--- config.mk ---
export PLATFORM = sky130hd
export DESIGN_NAME = instr_prefetch
export DESIGN_NICKNAME = d
export VERILOG_FILES = /design/src/rtl/instr_prefetch.sv
export SDC_FILE = /design/constraint.sdc
export NUM_CORES = 1
export LEC_CHECK = 0
export CAP_MARGIN = 5
export CORE_MARGIN = 3
export CORE_UTILIZATION = 45
export DETAILED_ROUTE_END_ITERATION = 12
export GPL_TIMING_DRIVEN = 0
export PLACE_DENSITY_LB_ADDON = 0.15
export SLEW_MARGIN = 0
export SYNTH_ARGS = -nofsm -noshare
export SYNTH_HDL_FRONTEND = slang
export SYNTH_SLANG_ARGS = --single-unit
--- constraint.sdc ---
create_clock -name clk -period 2.5 [get_ports clk]
set_input_delay 0.375 -clock clk [delete_from_list [all_inputs] [get_ports clk]]
set_output_delay 0.375 -clock clk [all_outputs]
set_load 0.05 [all_outputs]
--- src/rtl/instr_prefetch.sv ---
// instr_prefetch: streams program bytes into a DEPTH-byte buffer and presents an opcode window
// Ports: clk, rst (sync, active-low); mem_rd/mem_addr/mem_rdata to byte-wide program memory
//        (data one cycle after the strobe); op_valid/op_code/args/op_pc opcode window to decode;
//        consume/consume_len retire the current instruction; jump/jump_target redirect fetch.
module instr_prefetch #(
    parameter int ADDR_WIDTH = 8,
    parameter int ARG_BYTES  = 2,
    parameter int DEPTH      = 4,
    parameter int LW         = $clog2(ARG_BYTES + 2)
) (
    input  logic                    clk,
    input  logic                    rst,
    output logic                    mem_rd,
    output logic [ADDR_WIDTH-1:0]   mem_addr,
    input  logic [7:0]              mem_rdata,
    output logic                    op_valid,
    output logic [7:0]              op_code,
    output logic [8*ARG_BYTES-1:0]  args,
    output logic [ADDR_WIDTH-1:0]   op_pc,
    input  logic                    consume,
    input  logic [LW-1:0]           consume_len,
    input  logic                    jump,
    input  logic [ADDR_WIDTH-1:0]   jump_target
);
    localparam int PW = $clog2(DEPTH);
    localparam int CW = PW + 1;
    localparam logic [LW-1:0] MAX_LEN = LW'(ARG_BYTES + 1);
    localparam logic [0:0] RUN   = 1'b0;
    localparam logic [0:0] FLUSH = 1'b1;
    logic [7:0]            buffer [DEPTH];
    logic [PW-1:0]         head;
    logic [CW-1:0]         count;
    logic                  inflight;
    logic [ADDR_WIDTH-1:0] fa;
    logic [0:0]            state;
    logic [CW-1:0]         take;
    logic                  fill;
    // inflight is still counted during the cycle its data returns, so one read per cycle
    // can be issued back to back while never overrunning the buffer.
    always_comb begin
        op_valid = count >= CW'(ARG_BYTES + 1);
        take     = (consume && op_valid && !jump) ? CW'(consume_len > MAX_LEN ? MAX_LEN : consume_len) : '0;
        fill     = inflight && !jump && state == RUN;
        mem_rd   = rst && !jump && (count + CW'(inflight) < CW'(DEPTH));
        mem_addr = fa;
        op_code  = buffer[head];
        args     = '0;
        for (int i = 0; i < ARG_BYTES; i++) args[8*i +: 8] = buffer[head + PW'(i + 1)];
    end
    // The fill slot head+count is always free: a read is only issued when count+inflight < DEPTH.
    always_ff @(posedge clk) begin
        if (!rst) begin
            head     <= '0;
            count    <= '0;
            inflight <= 1'b0;
            fa       <= '0;
            op_pc    <= '0;
            state    <= FLUSH;
            for (int i = 0; i < DEPTH; i++) buffer[i] <= '0;
        end else if (jump) begin
            count    <= '0;
            inflight <= 1'b0;
            fa       <= jump_target;
            op_pc    <= jump_target;
            state    <= FLUSH;
        end else begin
            if (fill) buffer[head + count[PW-1:0]] <= mem_rdata;
            head     <= head + take[PW-1:0];
            count    <= count - take + CW'(fill);
            op_pc    <= op_pc + ADDR_WIDTH'(take);
            fa       <= fa + ADDR_WIDTH'(mem_rd);
            inflight <= mem_rd;
            state    <= RUN;
        end
    end
endmodule
==> results by group <==
Status
  • Status: completed

Clock network
  • Worst-Skew Late Latency: 0.33 ns
  • Post-CTS Setup Bufs: 0
  • Total CTS buffers: 9
  • H-Tree Depth: 3
  • Max Root-Sink Buffers: 2
  • CTS clk-pin slew, worst paths: 0.06 ns
  • CTS Root Cell: clkbuf_8
  • Sinks on Clock Net: 57
  • CTS Hold Bufs: 0
  • TritonCTS clock tree: yes

Timing
  • Tmin final: 2.369 ns
  • Fin Setup TNS: 0 ns
  • Fin. Hold Viols: 0
  • Max transition margin: 0.3854
  • Fmax: 422.1 MHz
  • Clk_skew: 0.009010 ns
  • Slew Limit Fails: 0
  • Setup ws final: 0.1310 ns
  • RSZ-0062 raised after global routing: no
  • Crit share post-route: 0.9476
  • Final setup vio count: 0
  • Worst-margin pin slew: 0.9164 ns
  • Hold Slack: 0.4259 ns

Layout
  • Most common cell after layout, fill and taps aside: clkdlybuf4s50_1
  • Final Core Density: 0.6061
  • Commonest non-fill, non-tap cells in the layout: 37 x clkdlybuf4s50_1, 35 x and2_1, 32 x edfxtp_1
  • Fillers: 543
  • ANT cells: 0
  • Final net count: 339
  • Layout area overhead: 28.77%
  • Area of the multi-input gates: 1461 um^2
  • Storage element area: 1461 um^2
  • Share of cells above drive strength 1: 0.1736

Synthesis
  • Synth warn: 0
  • Top post-synthesis cells by area: edfxtp_1 32%, mux4_2 18%, dfxtp_1 17%
  • Cell variety after synth: 32
  • Synth top area share: 0.3179
  • Syn Area/Cell: 12.92 um^2
  • Register bit count reported by yosys: 57
  • Cells after synthesis: 234
  • Synth Cell Area: 3023 um^2
  • Post-synthesis sequential area ratio: 0.4834
  • Syn Nets: 267
  • Largest area contributor in the netlist: edfxtp_1

Floorplanning
  • Core Area: 6422 um^2
  • Die Y: 87.96 um
  • Num ports: 64
  • Initial Util: 0.4707
  • Row cnt: 29
  • Die area: 7737 um^2
  • Die width: 87.96 um

Worst setup path
  • Setup crit end kind: primary output
  • CP cell instances: buf_4 > buf_2 > mux4_2 > dlygate4sd2_1
  • CP max-delay cell: dlygate4sd2_1
  • Arrival @ worst endpoint: 1.99 ns
  • Critical Path RT: 2.12 ns
  • Worst path max stage delay: 0.45 ns
  • Critical path class: reg2out
  • Max FO, Critical Path: 10
  • Crit start category: flop

Power and ir drop
  • Sw Share: 0.2566
  • Leak: 1.554 nW
  • Internal Power: 1.544 mW
  • Sw Pwr: 532.9 uW
  • Sequential group share of total power: 0.508
  • Clock power frac: 0.356
  • Pwr dens: 533.5 nW/um^2
  • Peak VDD IR: 0.3139 mV
  • Design Power: 2.077 mW
  • Comb power frac: 0.135

Drt
  • Drt drc: 0
  • Via count: 2109
  • Initial DRC count: 79
  • Routed wire length per instance: 17.19 um
  • DRT Pass-1 Iters: 4
  • Vias/cell: 5.436
  • Total wire length: 6670 um
  • Post-DRT Antenna Nets: 0

GRT
  • GR Overflow Total: 0
  • First-pass GRT wire length: 10610 um
  • Total track usage: 0.1852
  • Largest net degree at the start of global routing: 11
  • Vias in the first global route: 2200
  • Initial antenna violation count: 0

Place
  • DP Worst Slack: -0.4573 ns
  • Routability cong.: 0.8123
  • Final HPWL DP: 4817 um
  • IO buf count: 62

Min path
  • Hold crit path type: in2reg

Flow run
  • Max Cap Viol: 0
==> flip-flops by register name, summed over array words and instances, names as in the netlist, named ones only <==
name and cells:
buffer 32, op_pc 8, mem_addr 8, inflight 1
count 3, head 2, state 1
==> cells by family (layout without fill, tap and decap cells) <==
| group | after synthesis | in the layout | synth area share |
|---|---|---|---|
| AO/OA/AOI/OAI | 23 | 23 | 0.04222 |
| XOR/XNOR | 17 | 17 | 0.04925 |
| adder cells (fa/ha/maj) | 11 | 11 | 0.05050 |
| buffers and inverters | 23 | 100 | 0.03559 |
| flip-flops | 57 | 57 | 0.4834 |
| multiplexers | 27 | 27 | 0.1892 |
| AND/OR/NAND/NOR | 76 | 76 | 0.1498 |
==> repair_timing <==
item / in CTS / in global routing
setup endpoints to repair: 25 / 4
gates cloned: 0 / 0
gates resized for setup: 30 / 4
==> cell usage after synthesis (all sizes together) <==
master and number:
nand4 3, clkbuf 2, nor3b 2, xnor2 7
buf 12, edfxtp 32, nor2 4, dfxtp 25
and4 2, ha 9, a21boi 3, o31ai 1
o21ai 9, fa 2, nand2 10, and2 35
nand3 7, a21o 1, mux4 24, inv 9
a21oi 9, and3 5, nand4b 1, xor2 10
mux2i 2, mux2 1, nor2b 3, nand2b 4
==> final timing paths <==
check                              start            to  slack (ns)  cells after the start
worst max-delay path             head[1]       args[8]        0.13                      4
worst min-delay path                jump   mem_addr[0]        0.43                      3
worst max register to register   head[0]  buffer[1][3]        0.24                      6
worst min register to register  op_pc[7]      op_pc[7]        0.58                      2
==> power by group through the flow <==
stage,Clock (mW),Combinational (mW),Sequential (mW)
2_1_floorplan,0,0.121,1.12
3_3_place_gp,0,0.289,1.07
3_5_place_dp,0,0.292,1.07
4_1_cts,0.751,0.283,1.05
5_1_grt,0.788,0.297,1.06
6_report,0.740,0.281,1.06
==> per-stage QoR <==
step	cells	cell area [um^2]
floorplan	234	3025
global placement	373	3742
detailed placement	373	3747
CTS	388	3891
global route	388	3892
finish	388	3892
==> critical path, delay by kind of cell, from the launching register on <==
| family | cells | cell delay (ns) |
|---|---|---|
| buffers and inverters | 3 | 1.01 |
| flip-flops | 1 | 0.31 |
| multiplexers | 1 | 0.36 |
==> layer usage <==
metal  routed length (um)  global-route usage
met5                    0                   0
met4                   97             0.08926
met3                  380             0.03857
met2                 3553              0.3370
met1                 2638              0.2045
==> final cells by class <==
class / count / share of cell area
clock buffer: 15 / 0.04275
timing repair buffer: 62 / 0.1511
clock inverter: 1 / 0.0009643
inverter: 9 / 0.008679
buffer: 13 / 0.02089
tap: 77 / 0.02475
sequential: 57 / 0.3754
multi-input combinational: 154 / 0.3754
Power figures use the tool's default switching activity.
